[src/rtl/mips_bus_arbiter.sv]
// Two-master Avalon-MM arbiter (CPU on m0, debug/DMA on m1) sharing one zero-latency slave.
// Define ARB_ROUND_ROBIN_EN for round-robin on simultaneous requests; default is fixed m0 priority.
module mips_bus_arbiter (
  input  logic        clk,
  input  logic        reset,
  input  logic [31:0] m0_address,
  input  logic [31:0] m0_writedata,
  input  logic        m0_read,
  input  logic        m0_write,
  input  logic [3:0]  m0_byteenable,
  output logic        m0_waitrequest,
  output logic [31:0] m0_readdata,
  input  logic [31:0] m1_address,
  input  logic [31:0] m1_writedata,
  input  logic        m1_read,
  input  logic        m1_write,
  input  logic [3:0]  m1_byteenable,
  output logic        m1_waitrequest,
  output logic [31:0] m1_readdata,
  output logic [31:0] s_address,
  output logic [31:0] s_writedata,
  output logic        s_read,
  output logic        s_write,
  output logic [3:0]  s_byteenable,
  input  logic        s_waitrequest,
  input  logic [31:0] s_readdata,
  output logic [1:0]  grant
);

  typedef enum logic [1:0] {IDLE, OWN0, OWN1} state_t;

  state_t state, next_state;
  logic   req0, req1;

  assign req0 = m0_read | m0_write;
  assign req1 = m1_read | m1_write;

  // NOTE: sequential state uses non-blocking assignments so every register samples pre-edge values.
  always_ff @(posedge clk or posedge reset) begin
    if (reset) state <= IDLE;
    else       state <= next_state;
  end

`ifdef ARB_ROUND_ROBIN_EN
  logic last_owner;

  always_ff @(posedge clk or posedge reset) begin
    if (reset)                                      last_owner <= 1'b1;
    else if (state != OWN0 && next_state == OWN0)   last_owner <= 1'b0;
    else if (state != OWN1 && next_state == OWN1)   last_owner <= 1'b1;
  end
`endif

  // NOTE: defaults first in every always_comb so no path leaves a signal unassigned (no latches).
  always_comb begin
    next_state = state;
    case (state)
      IDLE: begin
        if (req0 && req1) begin
`ifdef ARB_ROUND_ROBIN_EN
          next_state = last_owner ? OWN0 : OWN1;
`else
          next_state = OWN0;
`endif
        end else if (req0) next_state = OWN0;
        else if (req1)     next_state = OWN1;
      end
      // Abandoned request or completed transfer both return to IDLE, giving a bubble cycle.
      OWN0:    if (!req0 || !s_waitrequest) next_state = IDLE;
      OWN1:    if (!req1 || !s_waitrequest) next_state = IDLE;
      default: next_state = IDLE;
    endcase
  end

  always_comb begin
    s_address      = 32'h0;
    s_writedata    = 32'h0;
    s_byteenable   = 4'h0;
    s_read         = 1'b0;
    s_write        = 1'b0;
    grant          = 2'b00;
    m0_waitrequest = 1'b1;
    m1_waitrequest = 1'b1;
    m0_readdata    = 32'h0;
    m1_readdata    = 32'h0;
    case (state)
      OWN0: begin
        s_address      = m0_address;
        s_writedata    = m0_writedata;
        s_byteenable   = m0_byteenable;
        s_write        = m0_write;
        s_read         = m0_read & ~m0_write;  // write wins a read+write collision
        grant          = 2'b01;
        m0_waitrequest = s_waitrequest;
        m0_readdata    = s_readdata;
      end
      OWN1: begin
        s_address      = m1_address;
        s_writedata    = m1_writedata;
        s_byteenable   = m1_byteenable;
        s_write        = m1_write;
        s_read         = m1_read & ~m1_write;
        grant          = 2'b10;
        m1_waitrequest = s_waitrequest;
        m1_readdata    = s_readdata;
      end
      default: ;
    endcase
  end

endmodule

[config.mk]
export PLATFORM = sky130hd
export DESIGN_NAME = mips_bus_arbiter
export DESIGN_NICKNAME = d
export VERILOG_FILES = /design/src/rtl/mips_bus_arbiter.sv
export SDC_FILE = /design/constraint.sdc
export NUM_CORES = 1
export LEC_CHECK = 0
export CAP_MARGIN = 10
export CORE_AREA = 2 2 122 124
export CTS_CLUSTER_DIAMETER = 30
export CTS_CLUSTER_SIZE = 16
export DETAILED_ROUTE_END_ITERATION = 10
export DIE_AREA = 0 0 124 126
export DONT_BUFFER_PORTS = 1
export PLACE_DENSITY = 0.3
export SETUP_SLACK_MARGIN = 0.15
export SLEW_MARGIN = 20
export SYNTH_ARGS = -nofsm -noshare
export SYNTH_HDL_FRONTEND = slang
export SYNTH_SLANG_ARGS = --single-unit
[constraint.sdc]
create_clock -name clk -period 2.3 [get_ports clk]
set_clock_uncertainty 0.05 [all_clocks]
set_input_delay 0.46 -clock clk [delete_from_list [all_inputs] [get_ports clk]]
set_output_delay 0.46 -clock clk [all_outputs]
set_load 0.02 [all_outputs]
=== After elaboration in Yosys (flattened, before gate mapping) ===
Cells that the tools add are included.
W data, S select, Z words.

* Eq/ne operators: 5
* Mux-type cells: 16
* Bitwise gates (word level): 6
* Reduce and logical (&&, ||, !) cells: 8

{| class="wikitable"
|+ Operator list
! kind !! count
|-
| $pmux W32 S2 || 2
|-
| $mux W32 || 2
|-
| $mux W2 || 5
|-
| $pmux W4 S2 || 1
|-
| $pmux W2 S3 || 1
|-
| $ne A2 B2 Y1 const B || 2
|-
| $ne A4 B4 Y1 const B || 1
|-
| $pmux W1 S2 || 2
|-
| $pmux W2 S2 || 1
|-
| $logic_not A1 Y1 || 3
|-
| $reduce_and A3 Y1 || 1
|-
| $and A1 B1 Y1 || 2
|-
| $eq A2 B1 Y1 const B || 1
|-
| $eq A2 B2 Y1 const B || 1
|-
| $logic_not A2 Y1 || 1
|-
| $logic_or A1 B1 Y1 || 2
|-
| $mux W1 || 2
|-
| $not A1 Y1 || 2
|-
| $or A1 B1 Y1 || 2
|-
| $logic_and A1 B1 Y1 || 1
|}

* Flip-flop bits (word level): 2
* Input bits: 175
* Output and inout port bits: 138
* Word-level logic and storage cells: 36

=== Longest topological paths before layout ===
Gate-level depths: netlist of run 1.

* Depth in word-level cells: 5
* Mapped depth: 7

=== Least setup slack after synthesis of run 1 ===
Ideal clock, no wire load.

* Path type: register -> output
* Start: register state[1]
* End: output s_address[14]
* Data arrival time: 1.392 ns
* Setup slack: 0.398 ns
* Cell stages (with the launch flop): 7
* Path buffers: 2
* Cells stage by stage: dfrtp_1 -> inv_1 -> ha_1 -> buf_2 -> buf_2 -> a22oi_1 -> nor2b_1

* Longest elaborated chain between the ends: 2
* Elaborated cells between the ends (all ways): 3
* Classes of those cells: 2 x eq/ne; 1 x mux

{| class="wikitable"
|+ Ends and longest elaborated chain
! what !! RTL line !! text
|-
| from (decl) || 32 || <nowiki>state_t state, next_state;</nowiki>
|-
| from (signal assigned) || 41 || <nowiki>else state <= next_state;</nowiki>
|-
| $eq A2 B2 Y1 or $eq A2 B1 Y1 (tied branches) || 86 || <nowiki>case (state)</nowiki>
|-
| $pmux W32 S2 * || 86 ||
|-
| to (decl) || 20 || <nowiki>output logic [31:0] s_address,</nowiki>
|}

Mark *: on every way between the ends. The rest lies on a longest branch, timed or not.

=== Worst setup path after layout of run 1 ===
* Start: register state[0]
* End: output s_byteenable[1]

* Longest elaborated chain between the ends: 2
* Elaborated cells between the ends (all ways): 3
* Classes of those cells: 2 x eq/ne; 1 x mux

{| class="wikitable"
|+ Ends and longest elaborated chain
! what !! RTL line !! text
|-
| $eq A2 B2 Y1 or $eq A2 B1 Y1 (tied branches) || 86 ||
|-
| $pmux W4 S2 * || 86 ||
|-
| to (decl) || 24 || <nowiki>output logic [3:0] s_byteenable,</nowiki>
|}

Marked as above.

==> results of run 1 <==
worst max-delay path, delay by kind of cell (launching register included):
kind	cells	cell delay [ps]
DFF	1	370
and+or+nand+nor	1	80
AOI/OAI and AO/OA	1	250
buffers and inverters	3	470
adders and majority gates	1	190
routing by layer:
layer / track usage / wire length, microns / vias to the layer above
met5: 0 / 0 / -
met4: 0.00859 / 33 / 0
met3: 0.0231 / 813 / 4
met2: 0.185 / 5130 / 183
met1: 0.0828 / 3190 / 1073
li1: - / - / 1017
cells in the final DEF (no fill, tap or decap), drive strengths merged:
master / Yosys / routed
a21oi: 1 / 1
a22oi: 69 / 69
a31oi: 1 / 1
a32o: 1 / 1
and2: 66 / 66
buf: 20 / 81
clkbuf: 10 / 8
dfrtp: 2 / 2
dlygate4sd3: 0 / 1
ha: 5 / 5
inv: 4 / 4
nand2: 2 / 2
nand2b: 2 / 2
nor2b: 69 / 69
o211ai: 3 / 3
o22ai: 1 / 1
or2: 3 / 3
kinds of logic (layout without fill, tap and decap cells):
group,count (synthesis),count (layout),share of synthesized area
flops,2,2,0.0285
compound gates,76,76,0.326
buf+inv,34,94,0.107
fa+ha+maj,5,5,0.0356
simple gates,142,142,0.503
what timing repair did:
item | 4_1_cts | 5_1_grt
endpoints found under the hold margin | 2 | 0
pin swaps | 0 | 2
endpoints found under the setup margin | 70 | 38
setup buffers | 2 | 2
resized for setup | 2 | 7
gates cloned | 0 | 5
hold buffers | 1 | 0
final timing paths:
check / slack (ps) / endpoint / depth (start not counted) / start
max in group asynchronous: 1600 / state[1] / 2 / reset
min in group clk: 480 / state[1] / 3 / s_waitrequest
hold / removal: 480 / state[0] / 2 / reset
setup reg to reg: 550 / state[0] / 7 / state[1]
setup / recovery: 180 / s_byteenable[1] / 6 / state[0]
hold reg to reg: 590 / state[0] / 2 / state[0]
power breakdown:
group / internal, mW / total (mW) / switching [mW]
registers: 0.0520 / 0.0638 / 0.0118
logic: 1.91 / 4.37 / 2.46
clock network: 0.221 / 0.262 / 0.0408
total: 2.18 / 4.69 / 2.51
layout make-up:
class | count | area share
well taps | 184 | 0.0836
inverters | 4 | 0.00545
multi-input cells | 223 | 0.569
clock buffers | 3 | 0.0273
flip-flops and latches | 2 | 0.0182
repair buffers | 87 | 0.297
==> results.py, run 1 <==
metrics = {
    "finish": {
        "multi_input_area_sq_um": 1570,
        "areaGrowthSynthToFinish_pct": 56.8,
        "stdcell_count": 503,
        "drive_gt1_frac": 0.307,
        "ff_latch_area_sq_um": 50.0,
        "nFillCells": 1602,
        "largest_reg_flops": 2,
        "insertedDiodeCount": 0,
        "nets": 501,
        "final_area_sq_um": 2750,
        "reg.largest.list": "state: 2 flops",
        "top_register": "state",
        "utilization": 0.192,
    },
    "synth": {
        "ys_seq_area_frac": 0.0285,
        "synth_commonest_cells": "69 x a22oi_1, 69 x nor2b_1, 66 x and2_1",
        "syn_nets": 439,
        "synth_flop_cell": "dfrtp_1",
        "synth_edf_count": 0,
        "synth-seq-cells": 2,
        "syn_inst": 259,
        "synth_top_area_cell": "a22oi_1",
        "ys_warn_count": 0,
        "yosys-top-cells-area": "a22oi_1 29%, nor2b_1 25%, and2_1 24%, buf_4 4.3%, ha_1 3.6%",
        "synth_top_cell_area_share": 0.295,
        "syn_avg_cell_area_sq_um": 6.78,
        "async_flop_share": 1.00,
        "netlist_area_sq_um": 1760,
        "synth_cell_types": 21,
    },
    "min_path": {
        "min-delay-path-class": "in -> async",
    },
    "timing": {
        "fin_crit_sh": 0.922,
        "whs_ps": 480,
        "tightest_slew_ps": 287,
        "finalSetupTns_ps": 0,
        "rsz0062_at_grt": "yes",
        "fmax_ghz": 0.472,
        "drv_slew": 0,
        "period_needed_ps": 2120,
        "setup_slack_ps": 180,
        "setup_viol": 0,
        "relSlewSlack": 0.810,
        "hold_viol_final": 0,
    },
    "clocking": {
        "root_buffer": "clkbuf_16",
        "insertion_delay_ps": 220,
        "cts_buffer_depth": 2,
        "htreeDepth": 1,
        "cts_tree": "yes",
        "numClockSinks": 2,
        "clkSlewWorstSetupHoldPaths_ps": 30,
        "cts_buffers": 3,
    },
    "global_route": {
        "overflow": 0,
        "track_usage": 0.0872,
        "grt_max_degree": 59,
        "grt_pass1_vias": 1967,
        "grt_pass1_wl_mm": 10.7,
        "antenna_found_initial": 0,
    },
    "drt": {
        "via_per_inst": 4.53,
        "wl_per_cell_microns": 18.2,
        "wl_mm": 9.17,
        "drt_iter0_drc": 99,
        "vias": 2277,
        "drt-pass1-iter-count": 4,
        "ant_nets": 0,
        "drcViolationCount": 0,
    },
    "place": {
        "gp_congestion": 0.739,
        "post-place-cells": 490,
        "placed_area_sq_um": 2480,
        "post-place-ws_ps": 216,
        "io_buffers": 0,
        "hpwl_mm": 6.76,
    },
    "power_and_ir_drop": {
        "p_per_area_nw_per_um2": 1700,
        "total_leakage_power_nw": 1.06,
        "peakVddDrop_mv": 0.750,
        "totalPowerFinal_mw": 4.69,
    },
    "worst_setup_path": {
        "worstPathRequired_ps": 1790,
        "crit_chain": "buf_4 -> ha_4 -> buf_12 -> a22oi_1 -> nor2b_1 -> buf_4",
        "startpoint_type": "register",
        "critPathMaxStageDelay_ps": 370,
        "crit_fanout": 23,
        "slowest_stage": "dfrtp_1",
        "cp-end-kind": "primary output",
        "critical_path_arrival_ps": 1610,
        "worst_path_most_repeated_cell": "buf_4",
        "critical_path_class": "reg -> out",
    },
    "die": {
        "fp.dieW_microns": 124,
        "dieArea_sq_um": 15600,
        "top_level_ports": 313,
        "core-area_sq_um": 14300,
        "die_h_microns": 126,
        "core.rowCount": 44,
        "start_util": 0.123,
    },
    "outcome": {
        "status": "finished, final reports clean",
    },
    "flow_run": {
        "max-cap-violations": 0,
    },
}
No activity file was read; power rests on OpenSTA's default activity.
==> run 2, diff against run 1 <==
--- a/config.mk
+++ b/config.mk
@@ -14,7 +14,7 @@
 export DONT_BUFFER_PORTS = 1
 export PLACE_DENSITY = 0.3
 export SETUP_SLACK_MARGIN = 0.15
-export SLEW_MARGIN = 20
+export SLEW_MARGIN = 5
 export SYNTH_ARGS = -nofsm -noshare
 export SYNTH_HDL_FRONTEND = slang
 export SYNTH_SLANG_ARGS = --single-unit
==> results of run 2 <==
The final DEF is identical to that of run 1; final timing and power are the same.
